**src/rtl/fp_issue_pkg.sv**
```systemverilog
// Shared types for the FPU operation issuer: FSM state encoding, datapath widths, command bundle.
package fp_issue_pkg;

  localparam int FP_WIDTH    = 32;
  localparam int OPSEL_WIDTH = 3;

  typedef enum logic [1:0] {
    IDLE  = 2'd0,
    ISSUE = 2'd1,
    WAIT  = 2'd2,
    HOLD  = 2'd3
  } fp_issue_state_e;

  typedef struct packed {
    logic [FP_WIDTH-1:0]    op1;
    logic [FP_WIDTH-1:0]    op2;
    logic [OPSEL_WIDTH-1:0] op_sel;
  } fp_cmd_t;

endpackage

```
**src/rtl/fp_issue_timer.sv**
```systemverilog
// WAIT-state watchdog: counts cycles without done, flags the terminal count TIMEOUT_CYCLES-1.
// Latency: expired is decoded from the count register, no input-to-output path.
// Backpressure: none; clear has priority over enable, count saturates at the terminal value.
module fp_issue_timer
  import fp_issue_pkg::*;
#(
  parameter int TIMEOUT_CYCLES = 64
) (
  input  logic clk,
  input  logic n_rst,
  input  logic clear,
  input  logic enable,
  output logic expired
);

  localparam logic [15:0] LAST_CNT = 16'(TIMEOUT_CYCLES - 1);

  logic [15:0] cnt_q, cnt_d;

  always_comb begin
    cnt_d = cnt_q;
    if (clear) begin
      cnt_d = '0;
    end else if (enable && (cnt_q != LAST_CNT)) begin
      cnt_d = cnt_q + 16'd1;
    end
  end

  always_ff @(posedge clk or negedge n_rst) begin
    if (!n_rst) begin
      cnt_q <= '0;
    end else begin
      cnt_q <= cnt_d;
    end
  end

  assign expired = (cnt_q == LAST_CNT);

endmodule

```
**src/rtl/fp_op_issuer.sv**
```systemverilog
// Drives the FPU strobe/done interface for one command at a time; optional watchdog via FP_ISSUE_TIMEOUT_EN.
// Latency: accept -> ISSUE (op_strobe) -> WAIT -> HOLD, 3 cycles minimum to res_valid, 4-cycle command period.
// Backpressure: cmd_ready only in IDLE; result held in HOLD until res_ready, no queueing.
module fp_op_issuer
  import fp_issue_pkg::*;
#(
  parameter int TIMEOUT_CYCLES = 64
) (
  input  logic                   clk,
  input  logic                   n_rst,
  input  logic                   cmd_valid,
  output logic                   cmd_ready,
  input  logic [FP_WIDTH-1:0]    cmd_op1,
  input  logic [FP_WIDTH-1:0]    cmd_op2,
  input  logic [OPSEL_WIDTH-1:0] cmd_op_sel,
  output logic [FP_WIDTH-1:0]    op1,
  output logic [FP_WIDTH-1:0]    op2,
  output logic [OPSEL_WIDTH-1:0] op_sel,
  output logic                   op_strobe,
  input  logic [FP_WIDTH-1:0]    result,
  input  logic                   done,
  input  logic                   overflow,
  output logic                   res_valid,
  input  logic                   res_ready,
  output logic [FP_WIDTH-1:0]    res_data,
  output logic                   res_overflow,
  output logic                   res_timeout
);

  fp_issue_state_e     state_q, state_d;
  fp_cmd_t             cmd_q, cmd_d;
  logic [FP_WIDTH-1:0] res_data_q, res_data_d;
  logic                res_overflow_q, res_overflow_d;
  logic                res_timeout_q, res_timeout_d;
  logic                tmr_expired;

  if ((TIMEOUT_CYCLES < 2) || (TIMEOUT_CYCLES > 65535)) begin : g_bad_timeout
    $error("fp_op_issuer: TIMEOUT_CYCLES must lie in 2..65535");
  end

`ifdef FP_ISSUE_TIMEOUT_EN
  fp_issue_timer #(
    .TIMEOUT_CYCLES(TIMEOUT_CYCLES)
  ) u_timer (
    .clk     (clk),
    .n_rst   (n_rst),
    .clear   (state_q == ISSUE),
    .enable  ((state_q == WAIT) && !done),
    .expired (tmr_expired)
  );
`else
  assign tmr_expired = 1'b0;
`endif

  always_ff @(posedge clk or negedge n_rst) begin
    if (!n_rst) begin
      state_q <= IDLE;
    end else begin
      state_q <= state_d;
    end
  end

  always_comb begin
    state_d = state_q;
    case (state_q)
      IDLE:    if (cmd_valid) state_d = ISSUE;
      ISSUE:   state_d = WAIT;
      WAIT:    if (done || tmr_expired) state_d = HOLD;
      HOLD:    if (res_ready) state_d = IDLE;
      default: state_d = IDLE;
    endcase
  end

  always_comb begin
    cmd_ready = (state_q == IDLE);
    op_strobe = (state_q == ISSUE);
    res_valid = (state_q == HOLD);
  end

  // done beats a coincident terminal count
  always_comb begin
    cmd_d          = cmd_q;
    res_data_d     = res_data_q;
    res_overflow_d = res_overflow_q;
    res_timeout_d  = res_timeout_q;
    if ((state_q == IDLE) && cmd_valid) begin
      cmd_d = '{op1: cmd_op1, op2: cmd_op2, op_sel: cmd_op_sel};
    end
    if (state_q == WAIT) begin
      if (done) begin
        res_data_d     = result;
        res_overflow_d = overflow;
        res_timeout_d  = 1'b0;
      end else if (tmr_expired) begin
        res_data_d     = '0;
        res_overflow_d = 1'b0;
        res_timeout_d  = 1'b1;
      end
    end
  end

  always_ff @(posedge clk or negedge n_rst) begin
    if (!n_rst) begin
      cmd_q          <= '0;
      res_data_q     <= '0;
      res_overflow_q <= 1'b0;
      res_timeout_q  <= 1'b0;
    end else begin
      cmd_q          <= cmd_d;
      res_data_q     <= res_data_d;
      res_overflow_q <= res_overflow_d;
      res_timeout_q  <= res_timeout_d;
    end
  end

  assign op1          = cmd_q.op1;
  assign op2          = cmd_q.op2;
  assign op_sel       = cmd_q.op_sel;
  assign res_data     = res_data_q;
  assign res_overflow = res_overflow_q;
  assign res_timeout  = res_timeout_q;

endmodule

```
**config.mk**
```make
export PLATFORM = sky130hd
export DESIGN_NAME = fp_op_issuer
export DESIGN_NICKNAME = d
export VERILOG_FILES = /design/src/rtl/fp_issue_pkg.sv /design/src/rtl/fp_issue_timer.sv /design/src/rtl/fp_op_issuer.sv
export SDC_FILE = /design/constraint.sdc
export NUM_CORES = 1
export LEC_CHECK = 0
export CORE_UTILIZATION = 33
export DETAILED_ROUTE_END_ITERATION = 7
export PLACE_DENSITY = 0.7
export SETUP_SLACK_MARGIN = 0.5
export SYNTH_ARGS = -nofsm -noshare
export SYNTH_HDL_FRONTEND = slang
export SYNTH_HIERARCHICAL = 1
export SYNTH_SLANG_ARGS = --single-unit
```
**constraint.sdc**
```tcl
create_clock -name clk -period 3.55 [get_ports clk]
set_input_delay 0.355 -clock clk [delete_from_list [all_inputs] [get_ports clk]]
set_output_delay 0.355 -clock clk [all_outputs]
set_load 0.05 [all_outputs]
```
Yosys cells after proc, flatten, opt, wreduce, memory -nomap -nowiden. Cells that the tools add are included. Widths: inputs -> output; s select.

Register bits after elaboration: 102. Bits of input ports: 105. Logic and storage cells: 20. Output and inout port bits: 104.

Multiplexer cells: 4. Reductions and logical operators: 4. Eq/ne operators: 6.

Operators by type and width (count): $pmux 2 s4 (1); $mux 2 (3); $eq 2x2->1 const B (2); $ne 2x2->1 const B (2); $reduce_and 3->1 (1); $eq 2x1->1 const B (1); $logic_not 2->1 (1); $ne 2x1->1 const B (1); $reduce_and 2->1 (1); $logic_and 1x1->1 (1).

Longest topological paths before layout. Gate-level depths: netlist (run 1).

Depth after elaboration: 3. Depth in mapped cells: 6. Gate-level depth less buffers: 4.

Least setup slack after synthesis (run 1). OpenSTA, ideal clock, no wires.

Path kind: flip-flop to flip-flop. Start: register state_q[0]. End: register cmd_q (netlist bit op1[0]). Cell stages (with the launch flop): 7. Setup time: 0.125 ns. Data required time: 3.425 ns. Setup slack: 1.668 ns. Period minus slack after synthesis: 1.882 ns. Path buffers: 2. Data arrival time: 1.757 ns. Path through: dfrtp_1 -> inv_1 -> ha_1 -> nand2_1 -> buf_6 -> buf_6 -> mux2_2.

Longest elaborated chain between the ends: 2.

RTL lines: from (decl) (RTL line fp_op_issuer.sv:30) `fp_issue_state_e state_q, state_d;`; from (signal assigned) (RTL line fp_op_issuer.sv:59) `state_q <= state_d;`; $logic_not 2->1; named net cmd_ready (RTL line fp_op_issuer.sv:12) `output logic cmd_ready,`; $logic_and 1x1->1 (RTL line fp_op_issuer.sv:86) `if ((state_q == IDLE) && cmd_valid) begin`; to (signal assigned) (RTL line fp_op_issuer.sv:109) `cmd_q <= cmd_d;`; to (decl) (RTL line fp_op_issuer.sv:31) `fp_cmd_t cmd_q, cmd_d;`.

The timed path passes the listed nets, and every way through them passes these cells. A chain may end at the register's enable or synchronous reset.

Final worst setup path (run 1).
Start: register state_q[0]. End: output cmd_ready.

Longest elaborated chain between the ends: 1.

RTL lines: $logic_not 2->1 (RTL line fp_op_issuer.sv:75) `cmd_ready = (state_q == IDLE);`; to (decl) (RTL line fp_op_issuer.sv:12).

Every way passes these cells.

==> results of run 1 <==
## final timing paths
kind / start / to / slack [ns] / cells after the start
setup / recovery: state_q[0] / cmd_ready / 1.25 / 3
hold / removal: n_rst / op1[10] / 0.17 / 1
setup reg to reg: state_q[0] / op1[9] / 1.37 / 5
hold reg to reg: res_data[4] / res_data[4] / 0.50 / 1
max in group asynchronous: n_rst / op2[19] / 2.59 / 2
min in group clk: res_data[4] / res_data[4] / 0.50 / 1
## cells in the final DEF (no fill, tap or decap)
| cell type | n |
|---|---|
| ha_1 | 5 |
| clkbuf_16 | 9 |
| clkinv_2 | 2 |
| a22oi_1 | 1 |
| a2bb2oi_1 | 1 |
| a222oi_1 | 1 |
| inv_1 | 5 |
| conb_1 | 1 |
| nor2_1 | 1 |
| bufinv_16 | 1 |
| clkdlybuf4s50_1 | 206 |
| mux2_2 | 100 |
| dfrtp_1 | 102 |
| nand2_1 | 1 |
| clkbuf_1 | 3 |
| nand2_2 | 1 |
| mux2_1 | 1 |
| clkinvlp_4 | 1 |
| buf_4 | 6 |
## layer usage
| layer | track usage | wire (µm) |
|---|---|---|
| met4 | 0.0373 | 66 |
| met3 | 0.0549 | 684 |
| met2 | 0.261 | 4630 |
| met1 | 0.182 | 3660 |
| met5 | 0 | 0 |
## worst reg2reg max path, stage by stage (launching register included)
cell,delay (ns)
dfrtp_1,0.40
inv_1,0.10
ha_1,0.26
nand2_2,0.50
buf_4,0.42
mux2_2,0.38
## area by class of cell
cell class | count | area, µm² | share of cell area
inverter | 5 | 18.8 | 0.00294
timing repair buffer | 212 | 2110 | 0.330
sequential | 102 | 2550 | 0.400
tap | 143 | 179 | 0.0280
multi-input combinational | 113 | 1240 | 0.195
clock buffer | 12 | 236 | 0.0370
clock inverter | 4 | 47.5 | 0.00745
## state kept, by name, summed over array words and instances (netlist names)
signal and count:
state_q 2, res_overflow 1, op2 32, op_sel 3
op1 32, res_data 32
## stage by stage
stage / util / hold slack (ns) / instance area [µm²]
floorplan: - / 0.0594 / 3890
CTS: 0.557 / 0.208 / 6380
global route: 0.557 / 0.254 / 6380
global placement: 0.532 / 0.487 / 6100
detailed placement: 0.532 / 0.492 / 6100
finish: 0.557 / 0.166 / 6380
## cells by family after synthesis
kind of cell | share of synthesized area
buffers and inverters | 0.0260
AO/OA/AOI/OAI | 0.00675
flip-flops | 0.655
other | 0.000963
adder cells (fa/ha/maj) | 0.0161
AND/OR/NAND/NOR | 0.00289
multiplexers | 0.292
## cells in the mapped netlist, drive strengths merged
cell type  number
dfrtp         102
a2bb2oi         1
conb            1
buf            11
a22oi           1
ha              5
nand2           2
nor2            1
mux2          101
a222oi          1
inv             5
==> reports/results.tsv, run 1 <==
metric	value	unit
yosys_warnings	6	
ys_seq_area_frac	0.655	
fmax	435	MHz
cts_sinks	102	
grt_overflow	0	
grt_max_degree	76	
dp_slack	1.30	ns
synth_area_per_cell	16.9	µm²
postSynthCellCount	231	
cts_buffers	9	
vias	2665	
cp_max_fo	4	
grt_util_all_layers	0.152	
tns	0	ns
cts-htree-levels	3	
wire_per_inst	15.3	µm
drt_pass1_iterations	4	
synthTopCellsByArea	dfrtp_1 (66%), mux2_2 (29%), ha_1 (1.6%)	
setup_ws	1.25	ns
post_cts_buffers	0	
synth-seq-cells	102	
end_kind	output port	
clk_pin_slew_worst_paths	0.07	ns
critPathMaxStageDelay	0.83	ns
grt_pass1_wl	14800	µm
antenna_found_initial	0	
finalSetupViolCount	0	
ctsResizeCount	0	
synth_fp_nets	341	
hp-class	in -> async	
worstMarginPinSlew	0.941	ns
slowest_stage	clkdlybuf4s50_1	
maxCapViolCount	0	
cts_tree	done	
die_height	111	µm
final_cells	591	
skew	0.00436	ns
fin_crit	2.30	ns
arrival	1.94	ns
grt_pass1_vias	2908	
drive_above_1_share	0.268	
ys_types	14	
critPathBufInv	2	
rsz0062_at_grt	no	
hold_buffers	0	
fillCellCount	991	
ant_nets	0	
syn_to_final_growth	63.9	%
maxSlewViolCount	0	
status	completed	
layout.nets	553	
crit_family	buffers and inverters	
layout_worst_path_cycle_share	0.647	
cts-root-buf	clkbuf_16	
slew-limit-headroom	0.372	
cts_buffer_depth	2	
die_x	111	µm
critPathLaunchType	flop	
worstSetupPathType	reg -> out	
syn_area	0.00389	mm²
die_area	0.0122	mm²
drt-initial-drc-count	64	
hold_viol	0	
worstPathRequired	3.19	ns
gp_congestion	0.710	
wirelength	9040	µm
portBuffers	207	
core_area	0.0115	mm²
post-place-cells	575	
ios	209	
netlist.area_leader.share	0.655	
antenna_cells	0	
num_rows	39	
yosys.area.top_type	dfrtp_1	
clkLatencyLatePin	0.33	ns
start_util	0.340	
drc	0	
critical_path.cell_chain	inv_1, ha_1, clkdlybuf4s50_1	
avgViaCountPerCell	4.51	
hpwl	6740	µm
Power of run 1 is not shown: default switching activity piles up to over one toggle a cycle in this logic, so the estimate is an artifact.
==> run 2: changes to the inputs <==
- clock period: 3.55 -> 2.3 ns (I/O delays scaled with it)
==> run 2 against run 1 <==
Net effect: clock skew fell by 0.0014 ns; routed wire length increased by 0.67%; sequential share of layout area down 0.19 points; highest routed layer unchanged.
==> reports/results.tsv, run 2 (synthesized netlist as in run 1, its figures left out) <==
metric	value	unit
hp-class	in -> async	
skew	0.00296	ns
antenna_found_initial	0	
vias	2670	
die_area	0.0122	mm²
layout.nets	553	
layout_worst_path_cycle_share	0.755	
r2r_cells	5	
end_kind	output port	
final_util	0.559	
clkLatencyLatePin	0.34	ns
setup_ws	0.562	ns
r2r_start	state_q[0]	
cts_tree	done	
drt-initial-drc-count	93	
start_util	0.340	
mostFrequentLayoutCells	clkdlybuf4s50_1 (198), dfrtp_1 (102), mux2_2 (100)	
critPathMaxStageDelay	0.82	ns
worstPathRequired	2.07	ns
maxSlewViolCount	0	
grt_pass1_vias	2927	
worstMarginPinSlew	0.742	ns
post_cts_buffers	0	
grt_util_all_layers	0.157	
rsz0062_at_grt	no	
avgViaCountPerCell	4.53	
cp_max_fo	2	
place_area	0.00612	mm²
slew-limit-headroom	0.506	
cts-htree-levels	3	
hpwl	6670	µm
drc	0	
cts-root-buf	clkbuf_16	
crit_family	buffers and inverters	
clk_pin_slew_worst_paths	0.06	ns
slowest_stage	clkdlybuf4s50_1	
tns	0	ns
status	completed	
postLayoutCellArea	0.00641	mm²
fmax	575	MHz
drt_pass1_iterations	4	
hold_viol	0	
dp_slack	0.504	ns
cts_buffer_depth	2	
num_rows	39	
critPathLaunchType	flop	
gp_congestion	0.762	
multi_input_area	0.00125	mm²
critical_path.cell_chain	clkdlybuf4s50_1	
fillCellCount	979	
grt_max_degree	68	
ios	209	
critPathBufInv	1	
cts_buffers	9	
die_height	111	µm
core_area	0.0115	mm²
crit_start	res_data[8]	
cp.depth	1	
antenna_cells	0	
grt_pass1_wl	15000	µm
syn_to_final_growth	64.7	%
fin_crit	1.74	ns
wire_per_inst	15.4	µm
grt_overflow	0	
die_x	111	µm
r2r_setup_slack	0.61	ns
ant_nets	0	
wirelength	9100	µm
layout_commonest_cell	clkdlybuf4s50_1	
worstSetupPathType	reg -> out	
drive_above_1_share	0.274	
portBuffers	207	
rr_endpoint	op2[24]	
seq_area	0.00255	mm²
arrival	1.51	ns
finalSetupViolCount	0	
cts_sinks	102	
maxCapViolCount	0	
run 2: routing by layer:
layer | vias up | part of all wire | global-route usage
met5 | - | 0 | 0
met4 | 0 | 0.012 | 0.0533
met2 | 122 | 0.50 | 0.263
met3 | 10 | 0.092 | 0.0719
li1 | 1228 | - | -
met1 | 1310 | 0.40 | 0.175
run 2: worst max path at each step:
stage	to
after global placement	cmd_ready
final	res_data[8]
after floorplan	state_q[1]
after global routing	res_data[2]
after detailed placement	cmd_ready
after CTS	cmd_ready
run 2: stage by stage:
| step | instances | hold slack [ns] |
|---|---|---|
| after floorplan | 231 | -0.0656 |
| after global placement | 574 | 0.345 |
| after detailed placement | 574 | 0.350 |
| after CTS | 589 | 0.483 |
| after global routing | 589 | 0.487 |
| final | 589 | 0.497 |
run 2: repair_timing:
item / 4_1_cts / 5_1_grt
gates cloned: 0 / 0
setup endpoints to repair: 3 / 7
resized for setup: 5 / 8
pin swaps: 0 / 0
hold buffers: 1 / 0
hold endpoints to repair: 56 / 0
run 2: final cells by class:
class | count | share of cell area
clock buffer | 13 | 0.0421
clock inverter | 1 | 0.000780
timing repair buffer | 212 | 0.334
inverter | 5 | 0.00293
sequential | 102 | 0.398
multi-input combinational | 113 | 0.194
tap | 143 | 0.0279
Power of run 2 is left out for the same reason.
==> run 3: changes to the inputs <==
- clock period: 2.3 -> 1.7 ns (I/O delays scaled with it)
==> run 3 against run 2 <==
Net effect: first-iteration DRC count up 11%; cell count grew 4.6%; worst hold slack worse by 0.082 ns; critical endpoint is now res_valid; register-to-register slack worse by 0.49 ns.
==> reports/results.tsv, run 3 (synthesized netlist as in run 1, its figures left out) <==
metric	value	unit
clk_pin_slew_worst_paths	0.07	ns
mostFrequentLayoutCells	clkdlybuf4s50_1 (103), dfrtp_1 (101), mux2_2 (99)	
grt_util_all_layers	0.163	
hpwl	6720	µm
wire_per_inst	16.7	µm
avgViaCountPerCell	4.57	
die_area	0.0122	mm²
cts-root-buf	clkbuf_16	
hold_viol	0	
die_x	111	µm
skew	0.00479	ns
ios	209	
dr_wl_met3	681	µm
vias	2813	
drc	0	
core_area	0.0115	mm²
worstPathRequired	1.53	ns
end_kind	output port	
critPathLaunchType	flop	
antenna_found_initial	0	
drt-met1-wl	4310	µm
drive_above_1_share	0.543	
syn_to_final_growth	67.7	%
worstMarginPinSlew	0.574	ns
cp_max_fo	3	
fmax	629	MHz
gp_congestion	0.730	
worstSetupPathType	reg -> out	
num_rows	39	
layout_worst_path_cycle_share	0.935	
cts_buffer_depth	2	
wl_met2	5130	µm
layout.nets	579	
cts_tree	done	
grt_pass1_vias	2927	
highest_layer	met4	
start_util	0.340	
fin_crit	1.59	ns
status	completed	
antenna_cells	0	
slew-limit-headroom	0.617	
grt_max_degree	103	
cts_sinks	102	
arrival	1.42	ns
hp-class	in -> async	
wirelength	10300	µm
grt_pass1_wl	15400	µm
rsz0062_at_grt	yes	
layout_commonest_cell	clkdlybuf4s50_1	
drt_pass1_iterations	4	
tns	0	ns
drt-initial-drc-count	103	
maxSlewViolCount	0	
cts_buffers	9	
whs	0.415	ns
portBuffers	207	
ant_nets	0	
finalSetupViolCount	0	
die_height	111	µm
maxCapViolCount	0	
cts-htree-levels	3	
clkLatencyLatePin	0.34	ns
grt_overflow	0	
run 3: changes by cell type in the layout (fill, tap and decap cells not counted), sizes merged:
cell,before,now
clkinv,1,2
buf,5,127
bufinv,0,2
dlymetal6s2s,5,0
clkbuf,14,17
clkdlybuf4s15,2,0
clkdlybuf4s50,198,103
nand2,2,3
run 3: worst max-delay path, cell delays in order (launching register included):
cell,delay (ns)
dfrtp_1,0.41
buf_6,0.14
ha_4,0.15
buf_4,0.13
buf_6,0.11
buf_12,0.14
run 3: layout make-up:
| cell class | instances | area, µm² |
|---|---|---|
| Clock buffer | 11 | 253 |
| Clock inverter | 4 | 70.1 |
| Fill cell | 936 | 4940 |
| Inverter | 5 | 21.3 |
| Multi-Input combinational cell | 114 | 1300 |
| Sequential cell | 102 | 2550 |
| Tap cell | 143 | 179 |
| Timing Repair Buffer | 237 | 2150 |
run 3: worst paths after layout:
kind,from,endpoint,slack [ns],depth (start not counted)
max in group asynchronous,n_rst,state_q[0],0.79,3
max,state_q[1],res_valid,0.11,5
min,n_rst,op1[21],0.41,3
max reg2reg,state_q[1],res_data[6],0.12,5
min in group clk,result[16],res_data[16],0.43,2
min reg2reg,res_data[2],res_data[2],0.50,1
run 3: metal layers:
layer | global-route usage | vias to the layer above
met1 | 0.193 | 1408
met2 | 0.272 | 112
met5 | 0 | -
met3 | 0.0560 | 13
li1 | - | 1280
met4 | 0.0667 | 0
run 3: what timing repair did:
item / CTS / global route
cloned: 3 / 7
resized for setup: 402 / 17
endpoints found under the setup margin: 185 / 106
pin swaps: 1 / 2
endpoints found under the hold margin: 102 / 0
buffers inserted: 3 / 12
hold buffers: 1 / 0
run 3: per-stage QoR:
stage                     instances  area [µm²]  setup WS [ns]  utilization
after floorplan                 231        3950          0.151            -
after global placement          575        6130         0.0878        0.535
after detailed placement        575        6130         0.0168        0.535
after CTS                       597        6210          0.129        0.541
after global routing            616        6530         0.0236        0.569
final                           616        6530          0.111        0.569
Power of run 3 is left out for the same reason.
